`config.mk`:
```
export PLATFORM = sky130hd
export DESIGN_NAME = serial_instr_rx
export DESIGN_NICKNAME = d
export VERILOG_FILES = /design/src/rtl/serial_instr_rx.sv
export SDC_FILE = /design/constraint.sdc
export NUM_CORES = 1
export LEC_CHECK = 0
export BUFFER_PORTS_ARGS = -buffer_cell sky130_fd_sc_hd__buf_2
export CAP_MARGIN = 10
export CELL_PAD_IN_SITES_DETAIL_PLACEMENT = 0
export CELL_PAD_IN_SITES_GLOBAL_PLACEMENT = 2
export CORE_ASPECT_RATIO = 1.25
export CORE_UTILIZATION = 39
export DETAILED_ROUTE_END_ITERATION = 7
export PLACE_DENSITY = 0.83
export SLEW_MARGIN = 20
export SYNTH_ARGS = -nofsm -noshare
export SYNTH_HDL_FRONTEND = slang
export SYNTH_SLANG_ARGS = --single-unit
export TNS_END_PERCENT = 20
```
`constraint.sdc`:
```
create_clock -name clk -period 2.5 [get_ports clk]
set_input_delay 0.125 -clock clk [delete_from_list [all_inputs] [get_ports clk]]
set_output_delay 0.125 -clock clk [all_outputs]
set_load 0.02 [all_outputs]
```
`src/rtl/serial_instr_rx.sv`:
```
// Bit-serial instruction receiver: 4-phase data_ready/data_ack per bit, optional even parity,
// stall timeout, saturating error counter and a valid/ready word output with backpressure.
module serial_instr_rx #(
  parameter int WIDTH       = 10,
  parameter int PARITY_EN   = 1,
  parameter int SYNC_STAGES = 2,
  parameter int TIMEOUT     = 1023
) (
  input  logic             clk,
  input  logic             reset_n,
  input  logic             data_ready,
  input  logic             data_bit,
  output logic             data_ack,
  output logic [WIDTH-1:0] instr,
  output logic             instr_valid,
  input  logic             instr_ready,
  output logic             parity_err,
  output logic             timeout_err,
  output logic [7:0]       err_count,
  output logic [1:0]       state
);

  localparam int FRAME = WIDTH + PARITY_EN;
  localparam int CNT_W = $clog2(FRAME + 1);
  localparam int TMO_W = $clog2(TIMEOUT + 1);

  typedef enum logic [1:0] {
    S_WAIT   = 2'd0,
    S_SAMPLE = 2'd1,
    S_ACK    = 2'd2,
    S_ABORT  = 2'd3
  } state_t;

  state_t                 st;
  logic [SYNC_STAGES-1:0] rdy_sync;
  logic [SYNC_STAGES-1:0] bit_sync;
  logic                   rdy_s;
  logic                   bit_s;
  logic [WIDTH-1:0]       shreg;
  logic                   par_bit;
  logic [CNT_W-1:0]       bit_cnt;
  logic [TMO_W-1:0]       tmo_cnt;
  logic                   last_bit;
  logic                   frame_done;
  logic                   stall;
  logic                   tmo_hit;
  logic                   par_ok;

  function automatic logic [7:0] sat_inc(input logic [7:0] v);
    return (v == 8'hFF) ? v : v + 8'd1;
  endfunction

  // Stage: pin synchronisers; only the last flop of each chain is used downstream
  always_ff @(posedge clk or negedge reset_n) begin
    if (!reset_n) begin
      rdy_sync <= '0;
      bit_sync <= '0;
    end else begin
      rdy_sync <= {rdy_sync[SYNC_STAGES-2:0], data_ready};
      bit_sync <= {bit_sync[SYNC_STAGES-2:0], data_bit};
    end
  end

  assign rdy_s      = rdy_sync[SYNC_STAGES-1];
  assign bit_s      = bit_sync[SYNC_STAGES-1];
  assign last_bit   = (bit_cnt == CNT_W'(FRAME - 1));
  assign frame_done = (bit_cnt == CNT_W'(FRAME));
  // Hold the final bit unacked while an unconsumed word would otherwise be overwritten
  assign stall      = last_bit && instr_valid && !instr_ready;
  assign tmo_hit    = (tmo_cnt == TMO_W'(TIMEOUT - 1));
  assign par_ok     = (PARITY_EN == 0) || ((^shreg ^ par_bit) == 1'b0);
  assign state      = st;

  // Stage: handshake FSM, frame assembly, commit and error reporting
  always_ff @(posedge clk or negedge reset_n) begin
    if (!reset_n) begin
      st          <= S_WAIT;
      data_ack    <= 1'b0;
      instr       <= '0;
      instr_valid <= 1'b0;
      parity_err  <= 1'b0;
      timeout_err <= 1'b0;
      err_count   <= '0;
      shreg       <= '0;
      par_bit     <= 1'b0;
      bit_cnt     <= '0;
      tmo_cnt     <= '0;
    end else begin
      parity_err  <= 1'b0;
      timeout_err <= 1'b0;
      if (instr_valid && instr_ready) instr_valid <= 1'b0;

      case (st)
        S_WAIT: begin
          data_ack <= 1'b0;
          if (rdy_s) begin
            st      <= S_SAMPLE;
            tmo_cnt <= '0;
          end else if (bit_cnt != '0) begin
            if (tmo_hit) begin
              st          <= S_ABORT;
              timeout_err <= 1'b1;
              err_count   <= sat_inc(err_count);
              bit_cnt     <= '0;
              shreg       <= '0;
              par_bit     <= 1'b0;
              tmo_cnt     <= '0;
            end else begin
              tmo_cnt <= tmo_cnt + TMO_W'(1);
            end
          end
        end

        S_SAMPLE: begin
          if (!stall) begin
            if (bit_cnt < CNT_W'(WIDTH)) shreg <= {shreg[WIDTH-2:0], bit_s};
            else                         par_bit <= bit_s;
            bit_cnt  <= bit_cnt + CNT_W'(1);
            data_ack <= 1'b1;
            st       <= S_ACK;
            tmo_cnt  <= '0;
          end
        end

        S_ACK: begin
          if (!rdy_s) begin
            data_ack <= 1'b0;
            st       <= S_WAIT;
            tmo_cnt  <= '0;
            if (frame_done) begin
              bit_cnt <= '0;
              shreg   <= '0;
              par_bit <= 1'b0;
              if (par_ok) begin
                instr       <= shreg;
                instr_valid <= 1'b1;
              end else begin
                parity_err <= 1'b1;
                err_count  <= sat_inc(err_count);
              end
            end
          end else if (tmo_hit) begin
            st          <= S_ABORT;
            data_ack    <= 1'b0;
            timeout_err <= 1'b1;
            err_count   <= sat_inc(err_count);
            bit_cnt     <= '0;
            shreg       <= '0;
            par_bit     <= 1'b0;
            tmo_cnt     <= '0;
          end else begin
            tmo_cnt <= tmo_cnt + TMO_W'(1);
          end
        end

        S_ABORT: begin
          data_ack <= 1'b0;
          if (!rdy_s) begin
            st      <= S_WAIT;
            tmo_cnt <= '0;
          end
        end

        default: st <= S_WAIT;
      endcase
    end
  end

endmodule

```
## After elaboration in Yosys (flattened, before gate mapping)

Cells that the tools add are included.

- Mux-type cells: 63
- Bitwise gates (word level): 3
- Equal/unequal tests: 17
- Reduce and logical (&&, ||, !) cells: 17
- $add $sub $neg: 3
- $lt $le $gt $ge: 1

Operators with widths:

| kind | number |
|---|---|
| 10-bit two-way mux | 13 |
| 8-bit two-way mux | 7 |
| 10-bit one-hot mux with 4 select lines | 1 |
| 10-bit one-hot mux with 3 select lines | 1 |
| 4-bit two-way mux | 6 |
| 1-bit two-way mux | 23 |
| 8-bit one-hot mux with 2 select lines | 1 |
| 2-bit two-way mux | 6 |
| 2-bit != test, second input constant | 6 |
| 3-bit != test, second input constant | 4 |
| 4-bit one-hot mux with 3 select lines | 1 |
| 6-bit AND reduction | 2 |
| 10-bit by 1-bit adder with 10-bit output, second input constant | 1 |
| 10-bit == test, second input constant | 1 |
| 5-bit AND reduction | 2 |
| 10-bit parity | 1 |
| 8-bit by 1-bit adder with 8-bit output, second input constant | 1 |
| 4-bit == test, second input constant | 2 |
| 8-bit == test, second input constant | 1 |
| 2-bit one-hot mux with 4 select lines | 1 |
| 1-bit one-hot mux with 3 select lines | 2 |
| 4-bit by 1-bit adder with 4-bit output, second input constant | 1 |
| 2-bit == test, second input constant | 2 |
| 4-bit < comparator, second input constant | 1 |
| other kinds (14) | 17 |

- Logic and storage cells: 117
- Flip-flop bits (word level): 53
- Input bits: 5
- Output and inout bits: 24

## Longest topological paths before layout

- Depth after elaboration: 6
- Mapped depth: 9
- Gate-level depth less buffers: 8

## Worst setup path before layout

OpenSTA, ideal clock, no wires.

- Path kind: reg-to-reg
- Start point: reg st[0] (netlist: state[0])
- End point: reg shreg[0]
- Clock period less this slack: 2.135 ns
- Required time: 2.434 ns
- Setup time: 0.066 ns
- Path buffers: 1
- Arrival: 2.068 ns
- Setup slack: 0.365 ns
- Cell stages (with the launch flop): 7
- Cell sequence: dfrtp_1 > inv_1 > ha_1 > clkbuf_1 > nand2_1 > nor4_2 > a22o_1

- Longest elaborated chain between the ends: 3
- Elaborated cells on any way between the ends: 11
- Classes of those cells: eq/ne (7); mux (1); reduce/logical (3)

Ends and longest elaborated chain:

| what | RTL line | text |
|---|---|---|
| start: declaration | 34 | `state_t st;` |
| start signal: assignment | 77 | `st <= S_WAIT;` |
| start signal: assignment | 97 | `st <= S_SAMPLE;` |
| start signal: assignment | 101 | `st <= S_ABORT;` |
| 2-bit == test (tied with other cells) | 93 | `case (st)` |
| 3-bit != test (no line) (tied with other cells) | n/a |  |
| 6-bit AND reduction (no line) | n/a |  |
| end signal: assignment | 116 | `if (bit_cnt < CNT_W'(WIDTH)) shreg <= {shreg[WIDTH-2:0], bit_s};` |
| end: declaration | 39 | `logic [WIDTH-1:0] shreg;` |

Parallel ways exist; a longest one is shown, timed or not.
A chain may end at the register's enable or synchronous reset.

## Worst setup path after layout

- Start point: reg bit_cnt[0]
- End point: reg shreg[3]

- Longest elaborated chain between the ends: 5
- Elaborated cells on any way between the ends: 11
- Classes of those cells: order compare (1); eq/ne (6); reduce/logical (4)

Ends and longest elaborated chain:

| what | RTL line | text |
|---|---|---|
| start: declaration | 41 | `logic [CNT_W-1:0] bit_cnt;` |
| start signal: assignment | 118 | `bit_cnt <= bit_cnt + CNT_W'(1);` |
| branches (longest 4 deep; another with 4-bit < comparator) | n/a |  |
| 6-bit AND reduction (no line) (*) | n/a |  |

Every way passes the cells marked *.

==> flow_metrics.tcl <==
set metrics [dict create \
    ys_seq_area_share_pct 48.62 \
    crit_fanout 10 \
    drtAntennaViolNets 0 \
    outcome "finished clean" \
    post-cts-setup-buffer-count 0 \
    grt_overflow 0 \
    core_mm2 0.006648 \
    maxCapViolations 0 \
    fmax_mhz 431.6 \
    synth_flop_cell "dfrtp_1" \
    place_congestion 0.8027 \
    cts_buffer_depth 2 \
    antenna_found_initial 0 \
    min_period_over_period_pct 92.68 \
    die_area_mm2 0.007334 \
    io_pins 29 \
    dp_cells 359 \
    num_rows 33 \
    start_util_pct 41.03 \
    maxSlewViolCount 0 \
    synth_cell_types 49 \
    rsz0062_at_grt "no" \
    crit_path_start_kind "register" \
    end_kind "register" \
    hp-class "primary input to register" \
    synth_cells 243 \
    crit_type "register to register" \
    cts_buffers 5 \
    r2r_setup_slack_ps 180 \
    route.vias.total 1921 \
    drtIter0Drc 51 \
    fin_total_pwr_mw 2.429 \
    drive_above_1_share_pct 22.61 \
    clk_latency_ps 320 \
    vias_per_cell 5.192 \
    min_to "instr_valid$_DFF_PN0_" \
    grt_max_degree 36 \
    crit_required_ps 2760 \
    p_leak_nw 1.505 \
    hold_path_depth 3 \
    cp.arrival_ps 2580 \
    finalNonFillerCells 370 \
    clock-root-buffer "clkbuf_8" \
    min-delay-start "instr_ready" \
    register_area_mm2 0.001326 \
    slew_headroom_pct 48.32 \
    grt_pass1_vias 1905 \
    htree_levels 2 \
    antenna_cells 0 \
    yosysWarnings 0 \
    synth_seq_cells 53 \
    die_x_um 76.80 \
    dp_hpwl_um 3787 \
    wl_um 5288 \
    area_growth_pct 15.14 \
    ys_async_sr_fraction_pct 100.0 \
    syn_nets 259 \
    max-vdd-ir-drop_v 0.0002968 \
    final-hold-violation-count 0 \
    synth_edf_count 0 \
    cts_tree "yes" \
    finalCriticalPeriod_ps 2317 \
    grt_usage_pct 16.01 \
    avgRoutedWirePerCell_um 14.29 \
    avgSynthCellArea_um2 11.22 \
    setup_viol 0 \
    path_clk_slew_ps 110 \
    timing.rr.end "shreg[3]$_DFFE_PN0P_" \
    grt_first_pass_wirelength_um 9204 \
    dr.pass1.iters 4 \
    fin_worst_skew_ps 11.48 \
    synth_area_mm2 0.002728 \
    io_buffers 28 \
    timing.rr.start "bit_cnt[0]$_DFFE_PN0P_" \
    multi_input_area_mm2 0.001348 \
    rr_worst_depth 7 \
    clock-sinks 53 \
    die_h_um 95.50 \
    drc_errors 0 \
    nets 298 \
    nFillCells 666 \
    setup_tns_ps 0 \
    worst_slew_pin_slew_ps 775.2 \
    powerDensity_mw_per_mm2 773.3 \
]
## flip-flops by register name (all words and copies together), names as in the netlist, 2 cells and up
signal / cells
bit_cnt: 4
bit_sync: 2
err_count: 8
instr: 10
rdy_sync: 2
shreg: 10
state: 2
tmo_cnt: 10
## metrics by stage
step	utilization (%)	hold WS (ps)	cell area (um2)	worst slack, ps
2_1_floorplan	-	-170.6	2728	365.3
3_3_place_gp	45.12	234.1	2999	176.9
3_5_place_dp	45.12	234.7	2999	214.0
4_1_cts	47.04	116.7	3127	191.9
5_1_grt	47.24	137.0	3141	3.562
6_report	47.24	122.7	3141	183.1
## placed cells by master (no fill, tap or decap), types with 5 or more instances in the layout
cell type,netlist,routed
ha_1,11,11
clkbuf_8,0,5
a22o_1,12,12
nand2_1,22,22
buf_4,0,8
nand4_1,5,5
mux2_4,10,10
xnor2_1,14,14
xor2_1,8,8
buf_2,3,28
o21ai_0,6,6
a21oi_1,5,5
inv_1,8,8
nand2b_1,7,7
nor2_1,16,16
nand3_1,8,8
dfrtp_1,53,53
## per-layer routing
metal	wire, um	track usage, %
met1	2480	19.99
met2	2605	27.75
met3	132	2.584
met4	70	6.250
met5	0	0
## final cells by class
cell class                 instances  share of cell area (%)
multi-input combinational        175                   42.91
sequential                        53                   42.23
timing repair buffer              39                   7.331
tap                               87                   3.466
clock buffer                       5                   2.191
inverter                           8                  0.9562
clock inverter                     3                  0.9163
## cell families after synthesis
group | count (synthesis) | share of synthesized area [%]
multiplexers | 15 | 7.569
flip-flops | 53 | 48.62
AND/OR/NAND/NOR | 76 | 14.63
XOR/XNOR | 22 | 7.064
buffers and inverters | 15 | 2.477
adder cells (fa/ha/maj) | 11 | 5.046
AO/OA/AOI/OAI | 51 | 14.59
## worst max-delay path by stage
stage                        endpoint              startpoint  slack, ps
3_5_place_dp     shreg[3]$_DFFE_PN0P_  bit_cnt[0]$_DFFE_PN0P_        210
4_1_cts        bit_cnt[2]$_DFFE_PN0P_  bit_cnt[0]$_DFFE_PN0P_        190
3_3_place_gp   bit_cnt[2]$_DFFE_PN0P_  bit_cnt[0]$_DFFE_PN0P_        180
5_1_grt          shreg[3]$_DFFE_PN0P_  bit_cnt[0]$_DFFE_PN0P_          4
6_report         shreg[3]$_DFFE_PN0P_  bit_cnt[0]$_DFFE_PN0P_        180
2_1_floorplan    shreg[0]$_DFFE_PN0P_    state[0]$_DFFE_PN0P_        370
## critical path: stages, from the launching register on
cell      delay, ps
dfrtp_1         440
inv_1           100
ha_1            140
nor3b_1         560
o21a_1          240
nand2b_1        240
a2111o_1        350
a22o_1          190
## what timing repair did
| item | 4_1_cts | 5_1_grt |
|---|---|---|
| setup endpoints to repair | 0 | 12 |
| gates resized for setup | 0 | 2 |
| endpoints found under the hold margin | 35 | 0 |
| hold buffers | 3 | 0 |
## synthesized netlist by cell type, types with 2 or more instances
cell type	n	area, um2
inv_1	8	30.03
xnor2_1	14	122.6
nand4_1	5	31.28
mux2_4	10	150.1
nand3_1	8	40.04
o21a_1	2	15.01
clkbuf_1	3	11.26
and4_1	3	26.28
o41ai_1	2	17.52
a22o_1	12	105.1
buf_2	3	15.01
a21oi_1	5	25.02
nor2_1	16	60.06
nor2b_1	2	12.51
nand2b_1	7	43.79
a41oi_1	2	17.52
mux2_2	3	33.78
and2_1	2	12.51
nor3_1	2	10.01
nand2_1	22	82.58
a21oi_2	2	17.52
and3_1	2	12.51
o22ai_1	4	25.02
o31ai_1	2	15.01
ha_1	11	137.6
o21ai_0	6	30.03
dfrtp_1	53	1326
o22a_1	3	26.28
mux2_1	2	22.52
xor2_1	8	70.07
## where the power goes
group | leakage, nW | internal, mW | total, mW | switching (mW)
sequential | 0.725 | 0.935 | 1.03 | 0.0938
combinational | 0.729 | 0.343 | 0.870 | 0.527
clock | 0.0506 | 0.210 | 0.529 | 0.319
(Power assumes the default switching activity.)
